`config.mk`:
```
export PLATFORM = sky130hd
export DESIGN_NAME = perf_counter_bank
export DESIGN_NICKNAME = d
export VERILOG_FILES = /design/src/rtl/perf_pkg.sv /design/src/rtl/perf_cnt.sv /design/src/rtl/perf_counter_bank.sv
export SDC_FILE = /design/constraint.sdc
export NUM_CORES = 1
export LEC_CHECK = 0
export ABC_AREA = 1
export BUFFER_PORTS_ARGS = -buffer_cell sky130_fd_sc_hd__buf_2
export CAP_MARGIN = 40
export CORE_MARGIN = 4
export CORE_UTILIZATION = 55
export DETAILED_ROUTE_END_ITERATION = 16
export HOLD_SLACK_MARGIN = 0.12
export PLACE_DENSITY_LB_ADDON = 0.12
export SETUP_SLACK_MARGIN = 0.2
export SLEW_MARGIN = 30
export SYNTH_ARGS = -nofsm -noshare
export SYNTH_HDL_FRONTEND = slang
export SYNTH_SLANG_ARGS = --single-unit
```
`constraint.sdc`:
```
create_clock -name clk -period 16.9 [get_ports clk]
set_input_delay 0.845 -clock clk [delete_from_list [all_inputs] [get_ports clk]]
set_output_delay 0.845 -clock clk [all_outputs]
set_load 0.02 [all_outputs]
```
`src/rtl/perf_pkg.sv`:
```
// Shared types and constants for the performance counter bank.
package perf_pkg;

  // Readout handshake states.
  typedef enum logic {
    IDLE = 1'b0,
    RESP = 1'b1
  } rd_state_t;

  // Syscall codes recognised on a_val when syscall_t retires.
  localparam logic [31:0] SYS_EXIT = 32'd10;
  localparam logic [31:0] SYS_SHOW = 32'd34;

  // Width of the readout counter index.
  localparam int IDX_W = 5;

endpackage

```
`src/rtl/perf_cnt.sv`:
```
// Single performance counter with sticky overflow flag.
// Overflow behaviour: wraps to zero by default; define PERF_SATURATE_EN
// to make the counter stick at all-ones instead. Either way the ovf flag
// sets on the first increment attempted at all-ones.
module perf_cnt #(
  parameter int CNT_W = 32
) (
  input  logic             clk,
  input  logic             rst,
  input  logic             inc,
  input  logic             clr,
  output logic [CNT_W-1:0] value,
  output logic             ovf
);

  // Counter and overflow flag; clr wins over any increment.
  always_ff @(posedge clk or posedge rst) begin
    if (rst) begin
      value <= '0;
      ovf   <= 1'b0;
    end else if (clr) begin
      value <= '0;
      ovf   <= 1'b0;
    end else if (inc) begin
      if (&value) begin
        ovf <= 1'b1;
`ifdef PERF_SATURATE_EN
        value <= value;
`else
        value <= '0;
`endif
      end else begin
        value <= value + 1'b1;
      end
    end
  end

endmodule

```
`src/rtl/perf_counter_bank.sv`:
```
// Performance counter bank: one cycle counter plus NUM_EVT event counters,
// a syscall-driven halt latch and display register, and a single-entry
// readout handshake. Overflow mode is chosen by PERF_SATURATE_EN (see perf_cnt).
//
// Readout FSM
//   state | meaning
//   IDLE  | waiting for rd_req; captures selected counter on accept
//   RESP  | rd_vld high, rd_data/rd_err held until rd_rdy
module perf_counter_bank
  import perf_pkg::*;
#(
  parameter int NUM_EVT = 4,
  parameter int CNT_W   = 32
) (
  input  logic               clk,
  input  logic               rst,
  input  logic               run,
  input  logic [NUM_EVT-1:0] evt,
  input  logic               clr,
  input  logic               syscall_t,
  input  logic [31:0]        a_val,
  input  logic [31:0]        b_val,
  output logic               halt,
  output logic [31:0]        disp_val,
  output logic               disp_vld,
  input  logic               rd_req,
  input  logic [IDX_W-1:0]   rd_idx,
  output logic               rd_vld,
  input  logic               rd_rdy,
  output logic [CNT_W-1:0]   rd_data,
  output logic               rd_err,
  output logic [NUM_EVT:0]   ovf
);

  logic [CNT_W-1:0] cnt_val [NUM_EVT+1];
  logic [NUM_EVT:0] cnt_inc;
  logic             count_en;
  logic             show;
  logic             idx_ok;
  logic [CNT_W-1:0] sel_val;
  rd_state_t        state;
  rd_state_t        state_nxt;

  assign count_en = run & ~halt;
  assign show     = syscall_t & (a_val == SYS_SHOW) & ~halt;
  assign idx_ok   = (rd_idx <= IDX_W'(NUM_EVT));

  // Increment enables: slot 0 is the cycle counter, slot i+1 follows evt[i].
  always_comb begin
    cnt_inc    = '0;
    cnt_inc[0] = count_en;
    for (int i = 0; i < NUM_EVT; i++) begin
      cnt_inc[i+1] = count_en & evt[i];
    end
  end

  for (genvar g = 0; g <= NUM_EVT; g++) begin : g_cnt
    perf_cnt #(.CNT_W(CNT_W)) u_cnt (
      .clk   (clk),
      .rst   (rst),
      .inc   (cnt_inc[g]),
      .clr   (clr),
      .value (cnt_val[g]),
      .ovf   (ovf[g])
    );
  end

  // Sticky halt latch set by the exit syscall, released only by clr.
  always_ff @(posedge clk or posedge rst) begin
    if (rst) begin
      halt <= 1'b0;
    end else if (clr) begin
      halt <= 1'b0;
    end else if (syscall_t && (a_val == SYS_EXIT)) begin
      halt <= 1'b1;
    end
  end

  // Display latch with single-cycle update pulse; deliberately ignores clr.
  always_ff @(posedge clk or posedge rst) begin
    if (rst) begin
      disp_val <= '0;
      disp_vld <= 1'b0;
    end else begin
      disp_vld <= show;
      if (show) begin
        disp_val <= b_val;
      end
    end
  end

  // Counter select mux for readout; out-of-range indices resolve to zero.
  always_comb begin
    sel_val = '0;
    for (int i = 0; i <= NUM_EVT; i++) begin
      if (rd_idx == IDX_W'(i)) begin
        sel_val = cnt_val[i];
      end
    end
  end

  // Readout state register.
  always_ff @(posedge clk or posedge rst) begin
    if (rst) begin
      state <= IDLE;
    end else begin
      state <= state_nxt;
    end
  end

  // Readout next-state and rd_vld decode.
  always_comb begin
    state_nxt = state;
    rd_vld    = 1'b0;
    case (state)
      IDLE: begin
        if (rd_req) begin
          state_nxt = RESP;
        end
      end
      RESP: begin
        rd_vld = 1'b1;
        if (rd_rdy) begin
          state_nxt = IDLE;
        end
      end
      default: state_nxt = IDLE;
    endcase
  end

  // Capture the pre-increment counter value when a request is accepted.
  always_ff @(posedge clk or posedge rst) begin
    if (rst) begin
      rd_data <= '0;
      rd_err  <= 1'b0;
    end else if ((state == IDLE) && rd_req) begin
      rd_data <= idx_ok ? sel_val : '0;
      rd_err  <= ~idx_ok;
    end
  end

endmodule

```
; ---- Word-level counts from Yosys, hierarchy flattened
; Cells that the tools add are included.
[word_totals]
wordCells = 104
register_bits = 233
input_bits = 80
output_inout_bits = 73
[classes]
magnitude_cmp = 1
eq_ne = 6
bitwise_logic = 10
mux = 42
reduce_logical = 24
n_addsub = 5
[ops]
columns = cell, count
row1 = two-way mux 32 bit, 21
row2 = adder 32 x 1 -> 32 bit (second input constant), 5
row3 = AND reduction 32 bit, 5
row4 = equality test 32 x 4 -> 1 bit (second input constant), 1
row5 = equality test 32 x 6 -> 1 bit (second input constant), 1
row6 = nonzero test 2 bit, 11
row7 = two-way mux 1 bit, 20
row8 = equality test 5 x 2 -> 1 bit (second input constant), 2
row9 = AND reduction 2 bit, 5
row10 = bitwise AND 1 bit, 7
row11 = equality test 5 x 1 -> 1 bit (second input constant), 1
row12 = equality test 5 x 3 -> 1 bit (second input constant), 1
row13 = less-or-equal comparator 5 x 3 -> 1 bit (second input constant), 1
row14 = zero test 5 bit, 1
row15 = NOT 1 bit, 3
row16 = logical AND 1 bit, 2
row17 = one-hot mux 1 bit (2 select lines), 1

; ---- Longest topological paths before layout
; Gate-level depths: netlist of the first run.
[depth]
depth_word = 7
ltp_mapped = 11
depth_no_buf = 11

; ---- Hierarchy
; Synthesis of the first run repeated with hierarchy kept, for this count alone.
[unflattened]
hier_cells = 2011
area_unflattened_um2 = 14183.6
[modules_own_cells]
columns = mod, seq_area_each_um2, n_inst, cells_per_inst, area_each_um2
row1 = perf_cnt, 825.8, 5, 273, 1950.6
row2 = perf_counter_bank, 1701.6, 1, 646, 4430.5

; ---- Least setup slack after synthesis of the first run
; Ideal clock, no wire load.
[synth_timing]
kind = input to register
startpoint = in rd_idx[0]
endpoint = reg rd_data[7]
required_time_ps = 16780
setup_time_ps = 120
t_arrival_ps = 1797
path_slack_ps = 14982
n_path_buf = 3
cell_stages = 10
path_cell_list = buf_6 > inv_4 > nand4_2 > clkinv_2 > o21bai_2 > buf_4 > buf_4 > nor2_1 > o21ai_1 > nand2_1
[synth_via]
elab_chain_cells = 7
word_cells_on_any_way = 12
classes_between = order compare: 1 / eq/ne: 4 / mux: 6 / reduce/logical: 1
[synth_lines]
columns = item, line
row1 = start: declaration, perf_counter_bank.sv:27  ; input logic [IDX_W-1:0] rd_idx,
row2 = zero test 5 bit, perf_counter_bank.sv:96  ; if (rd_idx == IDX_W'(i)) begin
row3 = two-way mux 32 bit (5 in a row), perf_counter_bank.sv:96
row4 = two-way mux 32 bit (*), perf_counter_bank.sv:137  ; rd_data <= idx_ok ? sel_val : '0;
row5 = end signal: assignment, perf_counter_bank.sv:137
row6 = end: declaration, perf_counter_bank.sv:30  ; output logic [CNT_W-1:0] rd_data,
; Mark *: on every way between the ends. The rest lies on a longest branch, timed or not.
; A chain may end at the register's enable or synchronous reset.

; ---- Worst setup path in the final report of the first run
[layout_timing]
startpoint = in rd_idx[0]
endpoint = reg rd_data[4]
; The elaborated chain is that of the path after synthesis.

==> results of run 1 <==
==> routing by layer <==
layer | vias to the layer above | GRT usage
li1 | 6912 | -
met1 | 6633 | 0.421
met2 | 693 | 0.458
met3 | 97 | 0.0480
met4 | 0 | 0.110
met5 | - | 0
==> cell families after synthesis <==
| logic type | count (synthesis) | synth area share |
|---|---|---|
| and+or+nand+nor | 1360 | 0.409 |
| buffers and inverters | 266 | 0.0819 |
| DFF | 233 | 0.406 |
| AOI/OAI and AO/OA | 189 | 0.0721 |
| xor gates and xnor gates | 44 | 0.0268 |
| adders and majority gates | 5 | 0.00436 |
==> Yosys cell counts (all sizes together) <==
cell	number	share of area
a21o	2	0.0010
a21oi	68	0.024
a31oi	4	0.0017
and3	4	0.0017
buf	47	0.023
clkbuf	14	0.0037
clkinv	4	0.0019
dfrtp	233	0.41
ha	5	0.0044
inv	201	0.053
nand2	739	0.20
nand3	113	0.040
nand3b	5	0.0026
nand4	63	0.028
nor2	380	0.11
nor3	48	0.020
nor3b	4	0.0021
nor4	4	0.0017
o211ai	7	0.0037
o21ai	84	0.031
o21bai	4	0.0024
o22ai	17	0.0074
o31ai	2	0.0010
o32ai	1	0.00061
xnor2	9	0.0055
xor2	35	0.021
==> area by class of cell <==
cell class | instances | share of cell area
Multi-Input combinational cell | 1598 | 0.453
Sequential cell | 233 | 0.359
Timing Repair Buffer | 164 | 0.0559
Inverter | 205 | 0.0489
Clock buffer | 37 | 0.0489
Tap cell | 330 | 0.0254
Clock inverter | 7 | 0.00832
==> sequential cells by signal, indices dropped and copies added, names as in the netlist <==
signal,flops
disp_vld,1
halt,1
rd_err,1
disp_val,32
g_cnt.u_cnt.value,160
state,1
g_cnt.u_cnt.ovf,5
rd_data,32
==> how the worst max path moves through the flow <==
stage                              to  slack, ns
after floorplan           disp_val[0]       9.67
after global placement    rd_data[24]      13.15
after detailed placement   rd_data[4]      13.07
after CTS                  rd_data[4]      13.60
after global routing      rd_data[24]      13.65
final                      rd_data[4]      13.86
==> through the flow <==
step                setup slack (ns)  hold WS (ns)  instances
finish                         13.86         0.316       2574
global route                   13.65         0.345       2574
CTS                            13.60         0.477       2570
detailed placement             13.07         0.461       2526
global placement               13.15         0.458       2525
floorplan                       9.67         0.466       2097
==> power by group <==
part | internal [mW] | switching [mW] | leakage [nW] | total (mW)
combinational | 0.0235 | 0.0619 | 3.92 | 0.0855
sequential | 0.567 | 0.00909 | 3.23 | 0.576
clock | 0.384 | 0.229 | 0.461 | 0.613
total | 0.974 | 0.300 | 7.62 | 1.27
==> results_dict.tcl, run 1 <==
set metrics [dict create \
    status "finished, final reports clean" \
    wl_mm 43.7 \
    syn_inst 2097 \
    cts_tree "yes" \
    yosys_warnings 0 \
    cpMaxStageDelayCell "o21bai_2" \
    slew_headroom 0.492 \
    ioPinCount 153 \
    ir_drop_mv 0.0919 \
    final_cell_area_um2 16200 \
    die_w_um 170 \
    seq_area_um2 5830 \
    avgSynthCellArea_um2 6.85 \
    met3_length_mm 4.04 \
    wl_per_cell_um 17.0 \
    placed_area_um2 15200 \
    critPathMaxStageDelay_ns 0.79 \
    path_cells "buf_2, inv_4, nand4_2, buf_8, clkinv_2, o21bai_2, buf_4, inv_1, o21ai_0, o21ai_1" \
    critical-path-top-delay-family "buffers and inverters" \
    clockRootBuffer "clkbuf_16" \
    io_buffers 152 \
    cts_buffers 27 \
    firstDrtPassIters 5 \
    clkTransAtPathRegs_ns 0.06 \
    synthToLayoutAreaGrowth_pct 13.0 \
    ys_ff_latch 233 \
    end_kind "register" \
    crit_buf_inv 6 \
    vias 14335 \
    dieHeight_um 170 \
    powerDensity_nw_per_um2 78.5 \
    critical_path_class "input port to register" \
    leakage_nw 7.62 \
    drt_iter0_markers 1490 \
    min_period_ns 3.04 \
    arrival_ns 3.45 \
    core_area_um2 25500 \
    insertion_delay_ns 0.54 \
    fin_skew_ns 0.0134 \
    syn_area_um2 14400 \
    viasPerCell 5.57 \
    cts_sinks 233 \
    grt_pass1_vias 13114 \
    post_cts_resized 0 \
    dpl.hpwl_mm 32.8 \
    r2r_cells 11 \
    yosysUniqueCellTypes 45 \
    antenna_left 0 \
    r2r_slack_ns 14.74 \
    layout-drive-gt1-share 0.139 \
    grt_use_total 0.296 \
    path_max_fanout 37 \
    final_net_count 2314 \
    finalPower_mw 1.27 \
    synth_nets 2182 \
    max_freq_ghz 0.329 \
    worst_pin_slew_ns 0.762 \
    antenna_found_initial 0 \
    setup_viol 0 \
    cp-start-kind "input port" \
    postLayoutCoreUtil 0.637 \
    fillCellCount 2359 \
    max_cap_viol_count 0 \
    cts_setup_buffers 0 \
    r2r_end "g_cnt[2].u_cnt.ovf" \
    n_antenna_cell 0 \
    period_share 0.180 \
    multi_input_area_um2 7360 \
    crit_required_ns 17.31 \
    fin_setup_tns_ns 0 \
    met1_length_mm 18.8 \
    final_common_cell "nand2_1" \
    crit_start "rd_idx[0]" \
    dr.max_layer_used "met4" \
    cts.path.max_buffers 3 \
    cp.depth 10 \
    start_util 0.564 \
    seq_area_frac_synth 0.406 \
    min_path_type "input port to asynchronous set/reset pin" \
    grt_overflow 0 \
    hold_viol 0 \
    rows 58 \
    post-route-drc-count 0 \
    grt_setup_unrepaired "false" \
    h-tree-depth 1 \
    maxSlewViolCount 0 \
    grt_pass1_wl_mm 68.7 \
    cts_hold_buf 0 \
    final_cell_mix "711 x nand2_1, 328 x nor2_1, 233 x dfrtp_1" \
    r2r_start "g_cnt[2].u_cnt.value[1]" \
    dieArea_um2 28800 \
    globalplace.congestion 0.964 \
    grt_max_degree 115 \
    wl_met2_mm 19.1 \
]
(Power assumes the default switching activity.)
==> run 2: changes to the inputs <==
CORE_UTILIZATION = 54   (was 55)
clock period = 2.7 ns   (was 16.9 ns; I/O delays follow)
==> run 2 against run 1 <==
Net effect:
- sequential cell count is the same
- wire length grew 6.1%
- die area grew 1.8%
- largest power group unchanged
==> results_dict.tcl, run 2 (synthesis gave the netlist of run 1 again) <==
set metrics [dict create \
    period_share 0.858 \
    grt_setup_unrepaired "false" \
    critical_path_class "input port to register" \
    setup_viol 0 \
    cp-start-kind "input port" \
    viasPerCell 5.51 \
    final_net_count 2368 \
    path_max_fanout 33 \
    grt_overflow 0 \
    grt_use_total 0.314 \
    fin_setup_tns_ns 0 \
    n_antenna_cell 0 \
    crit_start "a_val[16]" \
    clockRootBuffer "clkbuf_16" \
    fin_cells 2637 \
    h-tree-depth 1 \
    rows 59 \
    clkTransAtPathRegs_ns 0.06 \
    min_period_ns 2.32 \
    drt_iter0_markers 1456 \
    grt_pass1_wl_mm 72.5 \
    firstDrtPassIters 7 \
    start_util 0.550 \
    worst_pin_slew_ns 0.850 \
    layout-drive-gt1-share 0.140 \
    status "finished, final reports clean" \
    synthToLayoutAreaGrowth_pct 16.4 \
    powerDensity_nw_per_um2 477 \
    cts_tree "yes" \
    r2r_start "halt" \
    dpl.hpwl_mm 34.5 \
    fin_hold_ws_ns 0.281 \
    max_cap_viol_count 0 \
    grt_pass1_vias 13516 \
    final_common_cell "nand2_1" \
    antenna_found_initial 0 \
    largest_reg_flops 160 \
    arrival_ns 2.80 \
    cts.path.max_buffers 3 \
    fin_skew_ns 0.0113 \
    hold_viol 0 \
    fillCellCount 2384 \
    max_freq_ghz 0.431 \
    dp.cells 2544 \
    antenna_left 0 \
    postLayoutCoreUtil 0.640 \
    min_path_type "input port to register" \
    min-delay-start "rd_idx[1]" \
    wl_mm 46.4 \
    top_regs "g_cnt.u_cnt.value (160), disp_val (32), rd_data (32)" \
    leakage_nw 7.83 \
    end_kind "register" \
    maxSlewViolCount 0 \
    largest-register "g_cnt.u_cnt.value" \
    wl_per_cell_um 17.6 \
    crit_required_ns 3.18 \
    slew_headroom 0.431 \
    globalplace.congestion 0.985 \
    insertion_delay_ns 0.54 \
    core_area_um2 26100 \
    vias 14535 \
    io_buffers 152 \
    post-route-drc-count 0 \
    ioPinCount 153 \
    die_w_um 171 \
    grt_max_degree 87 \
    dieHeight_um 171 \
    dieArea_um2 29300 \
    final_cell_mix "712 x nand2_1, 328 x nor2_1, 233 x dfrtp_1" \
    cts_sinks 233 \
    ir_drop_mv 0.408 \
    cts_buffers 26 \
]
run 2: final cells by class:
cell class | count | area (um2) | share of cell area
flip-flops and latches | 233 | 5830 | 0.349
well taps | 335 | 419 | 0.0251
inverters | 205 | 792 | 0.0474
multi-input cells | 1598 | 7360 | 0.440
repair buffers | 219 | 1400 | 0.0839
clock buffers | 36 | 748 | 0.0447
clock inverters | 11 | 173 | 0.0103
run 2: repair_timing:
| action | 4_1_cts | 5_1_grt |
|---|---|---|
| hold buffers | 46 | 0 |
| gates resized for setup | 0 | 1 |
| buffers inserted | 0 | 0 |
| endpoints found under the setup margin | 0 | 1 |
| endpoints found under the hold margin | 284 | 0 |
run 2: metrics by stage:
step	cell area, um2	setup slack (ns)	total power [mW]
finish	16700	0.382	7.98
global route	16700	0.264	8.26
CTS	16700	0.466	8.04
detailed placement	15300	0.682	4.20
global placement	15300	0.734	4.19
floorplan	14400	-0.485	4.01
run 2: final timing paths:
path | endpoint | slack (ns) | depth (start not counted)
worst max-delay path | disp_val[4] | 0.38 | 11
worst min-delay path | rd_data[5] | 0.28 | 6
max in group asynchronous | g_cnt[3].u_cnt.value[19] | 1.79 | 4
worst max register to register | g_cnt[3].u_cnt.value[16] | 0.64 | 10
worst min register to register | rd_data[9] | 0.47 | 2
min in group asynchronous | g_cnt[0].u_cnt.value[27] | 0.30 | 4
run 2: where the power goes:
part           leakage, nW  switching [mW]  total, mW  internal [mW]
Combinational         4.15           0.401      0.590          0.189
Sequential            3.23          0.0517       3.60           3.55
Clock                0.452            1.47       3.79           2.32
run 2: critical path, stage by stage:
cell,delay [ns]
dlygate4sd3_1,0.53
buf_2,0.12
nor4_1,0.27
dlygate4sd3_1,0.60
nand2_1,0.06
nor2_1,0.12
nand2_1,0.07
buf_4,0.24
clkinv_2,0.36
nand2_1,0.16
nand2_1,0.11
run 2: layer usage:
metal  wire [um]  global-route usage  part of all wire  up-vias
met4        1560               0.105             0.034        0
li1            -                   -                 -     7023
met2       21000               0.500              0.45      605
met1       20200               0.441              0.44     6827
met5           0                   0                 0        -
met3        3670              0.0471             0.079       80
